## src/rtl/mux_pkg.sv

```systemverilog
// Shared types and constants for the 2:1 mux and its round-robin front end.
// Select encoding: 1 picks source x, 0 picks source y.
package mux_pkg;

    typedef logic [0:0] src_t;

    localparam src_t SEL_X = 1'b1;
    localparam src_t SEL_Y = 1'b0;

    // The only valid source wins; a tie or an idle cycle follows the priority bit.
    function automatic src_t rr_pick(input logic x_valid, input logic y_valid, input logic pri_x);
        src_t pick;
        pick = src_t'(pri_x);
        if (x_valid && !y_valid) pick = SEL_X;
        if (y_valid && !x_valid) pick = SEL_Y;
        return pick;
    endfunction

endpackage

```

## src/rtl/mux_rr_stage_if.sv

```systemverilog
// Stream-side signal bundle of mux_rr_stage: two valid/ready sources, one
// valid/ready output, counter clear and bring-up counters.
interface mux_rr_stage_if
    import mux_pkg::*;
#(
    parameter int n  = 4,
    parameter int CW = 16
);

    logic          x_valid;
    logic          x_ready;
    logic [n-1:0]  x;
    logic          y_valid;
    logic          y_ready;
    logic [n-1:0]  y;
    logic          clr;
    src_t          s;
    logic          z_valid;
    logic          z_ready;
    logic [n-1:0]  z;
    src_t          z_src;
    logic [CW-1:0] cnt_x;
    logic [CW-1:0] cnt_y;

    modport master (
        output x_valid, x, y_valid, y, clr, z_ready,
        input  x_ready, y_ready, s, z_valid, z, z_src, cnt_x, cnt_y
    );

    modport slave (
        input  x_valid, x, y_valid, y, clr, z_ready,
        output x_ready, y_ready, s, z_valid, z, z_src, cnt_x, cnt_y
    );

endinterface

```

## src/rtl/mux.sv

```systemverilog
// Plain 2:1 selector: z follows x when s selects x, otherwise y.
module mux
    import mux_pkg::*;
#(
    parameter int n = 4
) (
    input  logic [n-1:0] x,
    input  logic [n-1:0] y,
    input  src_t         s,
    output logic [n-1:0] z
);

    assign z = (s == SEL_X) ? x : y;

endmodule

```

## src/rtl/mux_rr_stage.sv

```systemverilog
// Round-robin front end for mux: picks x or y, captures the winner into a
// one-entry output register, and counts accepted beats per source.
module mux_rr_stage
    import mux_pkg::*;
#(
    parameter int n  = 4,
    parameter int CW = 16
) (
    input  logic          clk,
    input  logic          rst_n,
    mux_rr_stage_if.slave io
);

    logic          pri_x_q,   pri_x_d;
    logic          z_valid_q, z_valid_d;
    logic [n-1:0]  z_q,       z_d;
    src_t          z_src_q,   z_src_d;
    logic [CW-1:0] cnt_x_q,   cnt_x_d;
    logic [CW-1:0] cnt_y_q,   cnt_y_d;

    src_t          sel;
    logic          space;
    logic          x_acc;
    logic          y_acc;
    logic          acc;
    logic [n-1:0]  mux_z;

    assign space = !z_valid_q || io.z_ready;
    assign sel   = rr_pick(io.x_valid, io.y_valid, pri_x_q);

    // Readies are gated by rst_n so nothing is granted while the register is held in reset.
    assign x_acc = rst_n && space && (sel == SEL_X) && io.x_valid;
    assign y_acc = rst_n && space && (sel == SEL_Y) && io.y_valid;
    assign acc   = x_acc || y_acc;

    mux #(.n(n)) u_mux (
        .x (io.x),
        .y (io.y),
        .s (sel),
        .z (mux_z)
    );

    always_comb begin
        // NOTE: every _d takes its _q value first so no branch can leave it unassigned and infer a latch.
        pri_x_d   = pri_x_q;
        z_valid_d = z_valid_q;
        z_d       = z_q;
        z_src_d   = z_src_q;
        cnt_x_d   = cnt_x_q;
        cnt_y_d   = cnt_y_q;

        if (acc) begin
            z_d       = mux_z;
            z_src_d   = sel;
            z_valid_d = 1'b1;
            pri_x_d   = !sel;
        end else if (z_valid_q && io.z_ready) begin
            z_valid_d = 1'b0;
        end

        if (io.clr) begin
            cnt_x_d = '0;
        end else if (x_acc && (cnt_x_q != '1)) begin
            cnt_x_d = cnt_x_q + CW'(1);
        end

        if (io.clr) begin
            cnt_y_d = '0;
        end else if (y_acc && (cnt_y_q != '1)) begin
            cnt_y_d = cnt_y_q + CW'(1);
        end
    end

    // NOTE: state is updated with non-blocking assignments so every flop samples pre-edge values.
    always_ff @(posedge clk or negedge rst_n) begin
        if (!rst_n) begin
            pri_x_q   <= 1'b1;
            z_valid_q <= 1'b0;
            z_q       <= '0;
            z_src_q   <= SEL_Y;
            cnt_x_q   <= '0;
            cnt_y_q   <= '0;
        end else begin
            pri_x_q   <= pri_x_d;
            z_valid_q <= z_valid_d;
            z_q       <= z_d;
            z_src_q   <= z_src_d;
            cnt_x_q   <= cnt_x_d;
            cnt_y_q   <= cnt_y_d;
        end
    end

    assign io.s       = sel;
    assign io.x_ready = x_acc;
    assign io.y_ready = y_acc;
    assign io.z_valid = z_valid_q;
    assign io.z       = z_q;
    assign io.z_src   = z_src_q;
    assign io.cnt_x   = cnt_x_q;
    assign io.cnt_y   = cnt_y_q;

endmodule

```

## src/flat_wrapper.sv

```systemverilog
// flat-port wrapper written by rule: the top's interface ports become plain ports
module mux_rr_stage_flat import mux_pkg::*;
#(
    parameter int n  = 4,
    parameter int CW = 16
)
  (clk, rst_n, io_x_valid, io_x, io_y_valid, io_y, io_clr, io_z_ready, io_x_ready, io_y_ready, io_s, io_z_valid, io_z, io_z_src, io_cnt_x, io_cnt_y);
  mux_rr_stage_if #(.n(n), .CW(CW)) io_i ();
  input  logic clk;
  input  logic rst_n;
  input wire logic [$bits(io_i.x_valid)-1:0] io_x_valid;
  input wire logic [$bits(io_i.x)-1:0] io_x;
  input wire logic [$bits(io_i.y_valid)-1:0] io_y_valid;
  input wire logic [$bits(io_i.y)-1:0] io_y;
  input wire logic [$bits(io_i.clr)-1:0] io_clr;
  input wire logic [$bits(io_i.z_ready)-1:0] io_z_ready;
  output wire logic [$bits(io_i.x_ready)-1:0] io_x_ready;
  output wire logic [$bits(io_i.y_ready)-1:0] io_y_ready;
  output wire logic [$bits(io_i.s)-1:0] io_s;
  output wire logic [$bits(io_i.z_valid)-1:0] io_z_valid;
  output wire logic [$bits(io_i.z)-1:0] io_z;
  output wire logic [$bits(io_i.z_src)-1:0] io_z_src;
  output wire logic [$bits(io_i.cnt_x)-1:0] io_cnt_x;
  output wire logic [$bits(io_i.cnt_y)-1:0] io_cnt_y;
  assign io_i.x_valid = io_x_valid;
  assign io_i.x = io_x;
  assign io_i.y_valid = io_y_valid;
  assign io_i.y = io_y;
  assign io_i.clr = io_clr;
  assign io_i.z_ready = io_z_ready;
  assign io_x_ready = io_i.x_ready;
  assign io_y_ready = io_i.y_ready;
  assign io_s = io_i.s;
  assign io_z_valid = io_i.z_valid;
  assign io_z = io_i.z;
  assign io_z_src = io_i.z_src;
  assign io_cnt_x = io_i.cnt_x;
  assign io_cnt_y = io_i.cnt_y;
  mux_rr_stage #(.n(n), .CW(CW)) u_core (.clk(clk), .rst_n(rst_n), .io(io_i));
endmodule
```

## config.mk

```make
export PLATFORM = sky130hd
export DESIGN_NAME = mux_rr_stage_flat
export DESIGN_NICKNAME = d
export VERILOG_FILES = /design/src/rtl/mux_pkg.sv /design/src/rtl/mux_rr_stage_if.sv /design/src/rtl/mux.sv /design/src/rtl/mux_rr_stage.sv /design/src/flat_wrapper.sv
export SDC_FILE = /design/constraint.sdc
export NUM_CORES = 1
export LEC_CHECK = 0
export CORE_UTILIZATION = 40
export CTS_CLUSTER_SIZE = 20
export DETAILED_ROUTE_END_ITERATION = 16
export PLACE_DENSITY_LB_ADDON = 0.08
export SYNTH_ARGS = -nofsm -noshare
export SYNTH_HDL_FRONTEND = slang
export SYNTH_SLANG_ARGS = --single-unit
```

## constraint.sdc

```tcl
create_clock -name clk -period 1.71 [get_ports clk]
set_input_delay 0.342 -clock clk [delete_from_list [all_inputs] [get_ports clk]]
set_output_delay 0.342 -clock clk [all_outputs]
set_load 0.02 [all_outputs]
```

Word level (Yosys, flattened, before mapping)
Cells that the tools add are included.
Storage, ports and cells
  bits in registers: 39
  input bits: 14
  output and inout bits: 41
  logic and storage cells: 39
Cells by class
  $add $sub $neg: 2
  equality and inequality tests: 2
  mux-type cells: 9
  bitwise gates (word level): 1
  reductions and logical operators: 19
Operators with widths (count)
  2-to-1 mux 16 bit: 4
  adder 16 x 1 -> 16 bit, second input constant: 2
  != test 16 bit, second input constant: 2
  logical AND 1 bit: 10
  nonzero test 2 bit: 3
  zero test 1 bit: 4
  2-to-1 mux 1 bit: 4
  2-to-1 mux 4 bit: 1
  logical OR 1 bit: 2
  inverter 1 bit: 1

Longest topological paths before layout
Gate-level depths: netlist (run 1).
  depth in word-level cells: 10
  depth in mapped cells: 6
  depth with buffers taken out: 5

Modules after synthesis
From an unflattened synthesis (run 1), not the netlist that was laid out.
Second synthesis, totals
  cells, all modules: 243
  area, all modules: 2302.2 sq um
By module, submodules not included
  mux_rr_stage: instances 1, cells an instance 239, area each 2257.2 sq um, seq. area each 977.2 sq um
  mux: instances 1, cells an instance 4, area each 45.0 sq um, seq. area each 0.0 sq um

Worst setup path after synthesis (run 1)
No wires, ideal clock.
  path kind: register -> register
  from: reg u_core.cnt_y_q[0], in the netlist u_core.io.cnt_y[0]
  to: reg u_core.cnt_y_q[14], in the netlist u_core.io.cnt_y[14]
  library setup time: 0.128 ns
  data arrival time: 1.687 ns
  required time: 1.582 ns
  setup slack: -0.105 ns
  stages on the path, launching flop included: 6
  path buffers: 0
  clock period less this slack: 1.815 ns
  cell sequence: dfrtp_1 > ha_1 > and2_1 > nand4_2 > nor4_1 > mux2_1
On the way
  cells in the longest elaborated chain, start to end: 3
Ends and longest elaborated chain
  start: declaration: RTL line mux_rr_stage.sv:19  | logic [CW-1:0] cnt_y_q, cnt_y_d;
  start signal: assignment: RTL line mux_rr_stage.sv:89  | cnt_y_q <= cnt_y_d;
  adder 16 x 1 -> 16 bit or != test 16 bit (tied branches): RTL line mux_rr_stage.sv:70, mux_rr_stage.sv:69
  2-to-1 mux 16 bit or logical AND 1 bit (tied branches): RTL line mux_rr_stage.sv:69  | end else if (y_acc && (cnt_y_q != '1)) begin
  2-to-1 mux 16 bit or nonzero test 2 bit (tied branches)
Several ways; a longest one is shown, not always the timed one. The select of a mux whose other input is x is not followed.
A chain may end at the register's enable or synchronous reset.

Final worst setup path (run 1)
  from: reg u_core.pri_x_q
  to: reg u_core.cnt_x_q[9], in the netlist u_core.io.cnt_x[9]
On the way
  cells in the longest elaborated chain, start to end: 6
Ends and longest elaborated chain
  start: declaration: RTL line mux_rr_stage.sv:14  | logic pri_x_q, pri_x_d;
  start signal: assignment: RTL line mux_rr_stage.sv:84  | pri_x_q <= pri_x_d;
  2-to-1 mux 1 bit: RTL line mux_pkg.sv:14  | if (x_valid && !y_valid) pick = SEL_X;
  2-to-1 mux 1 bit: RTL line mux_pkg.sv:15  | if (y_valid && !x_valid) pick = SEL_Y;
  logical AND 1 bit (2 in series): RTL line mux_rr_stage.sv:32  | assign x_acc = rst_n && space && (sel == SEL_X) && io.x_valid;
  logical AND 1 bit: RTL line mux_rr_stage.sv:63  | end else if (x_acc && (cnt_x_q != '1)) begin
  nonzero test 2 bit (no line)
  end signal: assignment: RTL line mux_rr_stage.sv:88  | cnt_x_q <= cnt_x_d;
  end: declaration: RTL line mux_rr_stage.sv:18  | logic [CW-1:0] cnt_x_q, cnt_x_d;
No other way between the ends.

==> impl_metrics.py, run 1 <==
metrics = {
    "sta": {
        "rsz0062_at_grt": "true",
        "fin_worst_skew_ns": 0.0176,
        "fin_tns_setup_ns": -0.0287,
        "hold_viol": 0,
        "tightest_slew_ns": 0.485,
        "setup_ws_ns": -0.0161,
        "fmax_ghz": 0.579,
        "fin_hold_ws_ns": 0.0892,
        "post-route-period-util_pct": 101,
        "finalSetupViolations": 4,
        "slew_viol_final": 0,
        "post-route-min-period_ns": 1.73,
        "relSlewSlack_pct": 67.5,
    },
    "global_route": {
        "grt_use_met3_pct": 4.02,
        "grt_pass1_wl_microns": 10600,
        "gr-usage-met1_pct": 27.8,
        "grt_max_degree": 49,
        "grtUsageTotal_pct": 21.5,
        "grt_pass1_vias": 2178,
        "antenna_found_initial": 0,
        "met2_usage_pct": 36.2,
        "grt_overflow": 0,
        "busiest_layer": "met2",
    },
    "die": {
        "coreArea_sq_um": 5640,
        "boundaryPins": 55,
        "initial_core_util_pct": 42.3,
        "die_area_sq_um": 6280,
        "rows": 27,
        "die_h_microns": 79.2,
        "dieWidth_microns": 79.2,
    },
    "placed_design": {
        "io_buffer_count": 54,
        "pre_cts_slack_ns": -0.577,
        "dpl.hpwl_microns": 4350,
        "place_congestion": 0.803,
    },
    "synthesis": {
        "synth_edf_count": 0,
        "yosys.cell_types.count": 47,
        "synth_top_area_share_pct": 39.9,
        "synth-async-reset-ratio_pct": 100,
        "yosysTopAreaCell": "dfrtp_1",
        "postSynthCellCount": 244,
        "ys_warn_count": 0,
        "synthFlopType": "dfrtp_1",
        "syn-cell-area_sq_um": 2380,
        "synth_fp_nets": 260,
        "synth_seq_cells": 39,
        "synthTopCellsByArea": "dfrtp_1, mux2_1, nor2b_1, o31ai_1, a21oi_1",
        "synth-seq-area-share_pct": 41.0,
        "syn_area_per_cell_sq_um": 9.77,
    },
    "pwr": {
        "p_per_area_nw_per_um2": 581,
        "p_comb_share_pct": 19.8,
        "ir_drop_mv": 0.402,
        "p_leak_nw": 1.85,
        "p_sw_mw": 0.600,
        "p_seq_share_pct": 44.1,
        "clkPwrFrac_pct": 36.1,
        "p_sw_share_pct": 26.4,
        "internal-power_mw": 1.67,
    },
    "setup_path": {
        "crit_required_ns": 1.90,
        "startpoint_type": "register",
        "path_cells": "nand2b_4, nand3_4, bufbuf_16, nor4_4, mux2_4",
        "crit_arrival_ns": 1.92,
        "cpPeakStageDelay_ns": 0.58,
        "ff2ff_path_depth": 5,
        "endpoint_kind": "register",
        "crit_slowest_cell": "dfstp_2",
        "crit_path_max_fanout": 6,
        "crit_type": "reg2reg",
    },
    "cts": {
        "cts.reportedPaths.clkPinSlew_ns": 0.09,
        "postCtsHoldBufs": 0,
        "root_buffer": "clkbuf_8",
        "cts_tree": "built",
        "clk_path_buf_depth": 2,
        "numCtsBuffers": 5,
        "cts_sinks": 39,
        "clk_latency_ns": 0.30,
        "cts.htree.levels": 2,
    },
    "flow_run": {
        "drv_cap": 0,
    },
    "status": {
        "status": "finished with violations",
        "violations": "negative setup slack",
    },
    "route": {
        "totalWireLength_microns": 6490,
        "wl_per_cell_microns": 14.9,
        "drt_iter0_markers": 97,
        "ant_nets": 0,
        "drc": 0,
        "vias": 2340,
        "drt-pass1-iter-count": 4,
        "viasPerCell": 5.39,
    },
    "cells_and_area": {
        "final_util_pct": 69.2,
        "synthToLayoutAreaGrowth_pct": 63.7,
        "layout.nets": 377,
        "fillCellCount": 442,
        "layout-drive-gt1-share_pct": 39.5,
        "diodes": 0,
    },
    "min_path": {
        "hp-class": "in2async",
    },
}
==> worst max-delay path: cells and delay by family (launching register included) <==
family / cells / cell delay [ns]
buffers and inverters: 1 / 0.30
and+or+nand+nor: 3 / 0.43
DFF: 1 / 0.58
muxes: 1 / 0.32
==> area by class of cell <==
class	count	area [sq um]	area share [%]
clock buffers	6	82.6	2.12
repair buffers	118	1050	26.9
well taps	72	90.1	2.31
clock inverters	2	35.0	0.897
inverters	5	21.3	0.545
flip-flops and latches	39	990	25.4
multi-input cells	192	1640	41.9
==> final timing paths <==
check                                from                  end  slack, ns
max                        u_core.pri_x_q   u_core.io.cnt_x[9]      -0.02
min                                 rst_n  u_core.io.cnt_x[14]       0.09
max reg2reg                u_core.pri_x_q   u_core.io.cnt_x[9]      -0.02
min reg2reg                u_core.io.z[2]       u_core.io.z[2]       0.48
max in group asynchronous           rst_n  u_core.io.cnt_y[11]       1.27
min in group clk           u_core.io.z[2]       u_core.io.z[2]       0.48
==> sequential cells by signal, indices dropped and copies added, names as in the netlist <==
name               cells
u_core.io.z_valid      1
u_core.io.cnt_x       16
u_core.io.cnt_y       16
u_core.io.z_src        1
u_core.pri_x_q         1
u_core.io.z            4
==> per-layer routing <==
metal  up-vias  part of all wire, %
li1       1148                    -
met1      1142                   45
met2        45                   50
met3         5                  3.4
met4         0                 0.89
met5         -                    0
==> kinds of logic after synthesis <==
family                   Yosys count  share of synthesized area (%)
buffers and inverters             13                           2.83
AND/OR/NAND/NOR                  130                           35.6
flip-flops                        39                           41.0
adder cells (fa/ha/maj)            2                           1.05
multiplexers                      20                           9.29
AO/OA/AOI/OAI                     40                           10.2
==> stage by stage <==
stage	std cells	total power [mW]	area (sq um)
after floorplan	244	1.20	2390
after global placement	413	1.42	3380
after detailed placement	413	1.42	3380
after CTS	426	2.28	3720
after global routing	434	2.37	3900
final	434	2.27	3900
==> Yosys cell counts (3+ instances only) <==
cell type	number
clkbuf_1	3
nand4_1	5
nor4_1	12
nand4_2	5
nor2_1	20
or4_1	9
nor2b_1	14
nand2_1	21
o21ai_0	7
nand2b_1	6
nand3_1	9
o31ai_1	11
and4_1	4
mux2i_1	6
nor4_4	3
or3_1	5
mux2_1	11
a21oi_1	16
dfrtp_1	38
inv_1	5
==> power groups by stage <==
stage	clock (mW)	sequential, mW	combinational (mW)
after floorplan	0	1.05	0.147
after global placement	0	1.01	0.407
after detailed placement	0	1.01	0.412
after CTS	0.837	0.998	0.443
after global routing	0.881	1.01	0.487
final	0.819	1.00	0.449
==> cell usage in the layout, fill, tap and decap left out, types with 7 or more instances in the layout <==
cell              n
o31ai_1          11
nor4_4           11
o21ai_0           7
dlygate4sd2_1    26
mux2_1            7
clkdlybuf4s50_1  18
nor2b_1          14
nor2_1           19
a21oi_1          13
nand3_1           8
dfrtp_1          28
buf_4            58
nand2_1          20
dfrtp_2          10
==> what timing repair did <==
action                                  in CTS  in global routing
resized for setup                           74                 34
setup buffers                                4                  8
pin swaps                                   15                 20
endpoints found under the setup margin      51                 35
gates cloned                                 1                  0
Note: power is estimated with default switching activity, not from simulation.
==> run 2: changes to the inputs <==
--- a/config.mk
+++ b/config.mk
@@ -8,6 +8,7 @@
 export CORE_UTILIZATION = 40
 export CTS_CLUSTER_SIZE = 20
 export DETAILED_ROUTE_END_ITERATION = 16
+export MAX_ROUTING_LAYER = met4
 export PLACE_DENSITY_LB_ADDON = 0.08
 export SYNTH_ARGS = -nofsm -noshare
 export SYNTH_HDL_FRONTEND = slang
==> run 2 against run 1 <==
  * The flow still finishes with violations (negative setup slack)
  * Core utilization did not move
  * Final area did not move
  * First-iteration DRC count rose by 3.1%
  * Hold slack barely moved
  * Non-clock buffer count did not move
  * Clock skew barely moved
  * Routed wire length rose by 0.12%
  * Via count did not move
  * Sequential power barely moved
  * Combinational power barely moved
  * Fmax barely moved
  * Critical path type unchanged
  * Highest routed layer unchanged
==> impl_metrics.py, run 2 (synthesized netlist as in run 1, its figures left out) <==
metrics = {
    "route": {
        "drt-pass1-iter-count": 4,
        "vias": 2340,
        "drt_iter0_markers": 100,
        "ant_nets": 0,
        "drc": 0,
        "viasPerCell": 5.39,
        "wl_per_cell_microns": 15.0,
        "totalWireLength_microns": 6490,
    },
    "setup_path": {
        "endpoint_kind": "register",
        "critical_path_buf_inv_count": 1,
        "crit_required_ns": 1.90,
        "cp_top_family": "flip-flops",
        "crit_slowest_cell": "dfstp_2",
        "crit_arrival_ns": 1.92,
        "crit_type": "reg2reg",
        "path_cells": "nand2b_4, nand3_4, bufbuf_16, nor4_4, mux2_4",
        "cpPeakStageDelay_ns": 0.58,
        "crit_path_max_fanout": 6,
        "startpoint_type": "register",
    },
    "cells_and_area": {
        "diodes": 0,
        "final_cell_mix": "buf_4, dfrtp_1, dlygate4sd2_1",
        "fillCellCount": 442,
        "layout-drive-gt1-share_pct": 39.5,
        "fin_area_sq_um": 3900,
        "layout.nets": 377,
        "synthToLayoutAreaGrowth_pct": 63.7,
        "final_util_pct": 69.2,
        "final_common_cell": "buf_4",
    },
    "sta": {
        "tightest_slew_ns": 0.486,
        "fin_tns_setup_ns": -0.0353,
        "post-route-period-util_pct": 101,
        "finalSetupViolations": 4,
        "rsz0062_at_grt": "true",
        "hold_viol": 0,
        "post-route-min-period_ns": 1.73,
        "setup_ws_ns": -0.0167,
        "fmax_ghz": 0.579,
        "relSlewSlack_pct": 67.5,
        "fin_worst_skew_ns": 0.0173,
        "slew_viol_final": 0,
        "fin_hold_ws_ns": 0.0895,
    },
    "cts": {
        "postCtsHoldBufs": 0,
        "root_buffer": "clkbuf_8",
        "cts_tree": "built",
        "cts.reportedPaths.clkPinSlew_ns": 0.09,
        "clk_path_buf_depth": 2,
        "numCtsBuffers": 5,
        "clk_latency_ns": 0.30,
        "cts.htree.levels": 2,
        "cts_sinks": 39,
    },
    "global_route": {
        "grt_pass1_vias": 2178,
        "grt_overflow": 0,
        "antenna_found_initial": 0,
        "grt_pass1_wl_microns": 10600,
        "grtUsageTotal_pct": 22.1,
        "grt_max_degree": 49,
    },
    "min_path": {
        "hp-class": "in2async",
    },
    "pwr": {
        "p_leak_nw": 1.85,
        "p_per_area_nw_per_um2": 581,
        "ir_drop_mv": 0.402,
    },
    "status": {
        "status": "finished with violations",
        "violations": "negative setup slack",
    },
    "die": {
        "coreArea_sq_um": 5640,
        "die_area_sq_um": 6280,
        "die_h_microns": 79.2,
        "dieWidth_microns": 79.2,
        "initial_core_util_pct": 42.3,
        "rows": 27,
        "boundaryPins": 55,
    },
    "placed_design": {
        "dpl-instance-area_sq_um": 3380,
        "place_congestion": 0.814,
        "pre_cts_slack_ns": -0.577,
        "io_buffer_count": 54,
        "dpl.hpwl_microns": 4350,
    },
    "flow_run": {
        "drv_cap": 0,
    },
}
## run 2: cell counts in the layout (fill, tap and decap cells not counted)
Identical to the previous run, type by type.
## run 2: worst reg2reg max path: stages, from the launching register on
cell	delay [ns]
dfstp_2	0.58
nand2b_4	0.15
nand3_4	0.12
bufbuf_16	0.30
nor4_4	0.16
mux2_4	0.32
## run 2: path summary, 6_finish.rpt
check                               startpoint             endpoint  slack [ns]  cells after the start
worst min register to register  u_core.io.z[2]       u_core.io.z[2]        0.48                      2
min in group clk                u_core.io.z[2]       u_core.io.z[2]        0.48                      2
worst max-delay path            u_core.pri_x_q   u_core.io.cnt_x[9]       -0.02                      5
max in group asynchronous                rst_n  u_core.io.cnt_y[11]        1.27                      2
worst max register to register  u_core.pri_x_q   u_core.io.cnt_x[9]       -0.02                      5
worst min-delay path                     rst_n  u_core.io.cnt_x[14]        0.09                      2
## run 2: metal layers
layer	GRT usage, %	up-vias	share of wire [%]
li1	-	1147	-
met1	27.8	1153	46
met2	36.3	38	50
met3	4.02	2	2.9
met4	6.18	0	0.59
met5	-	-	0
## run 2: layout make-up
type | count | area [sq um] | area share (%)
Inverter | 5 | 21.3 | 0.545
Clock buffer | 6 | 82.6 | 2.12
Timing Repair Buffer | 118 | 1050 | 26.9
Multi-Input combinational cell | 192 | 1640 | 41.9
Tap cell | 72 | 90.1 | 2.31
Sequential cell | 39 | 990 | 25.4
Clock inverter | 2 | 35.0 | 0.897
## run 2: repair_timing
action                     CTS  global route
buffers inserted             4             8
cloned                       1             0
gates resized for setup     74            34
pin swaps                   15            20
setup endpoints to repair   51            35
## run 2: report_power, final
group          total [mW]  switching, mW  leakage [nW]  internal (mW)
sequential           1.00         0.0334         0.513          0.967
combinational       0.449          0.220          1.28          0.229
clock               0.818          0.345        0.0612          0.473
## run 2: through the flow
stage          total power, mW  cells
2_1_floorplan             1.20    244
3_3_place_gp              1.42    413
3_5_place_dp              1.42    413
4_1_cts                   2.28    426
5_1_grt                   2.37    434
6_report                  2.27    434
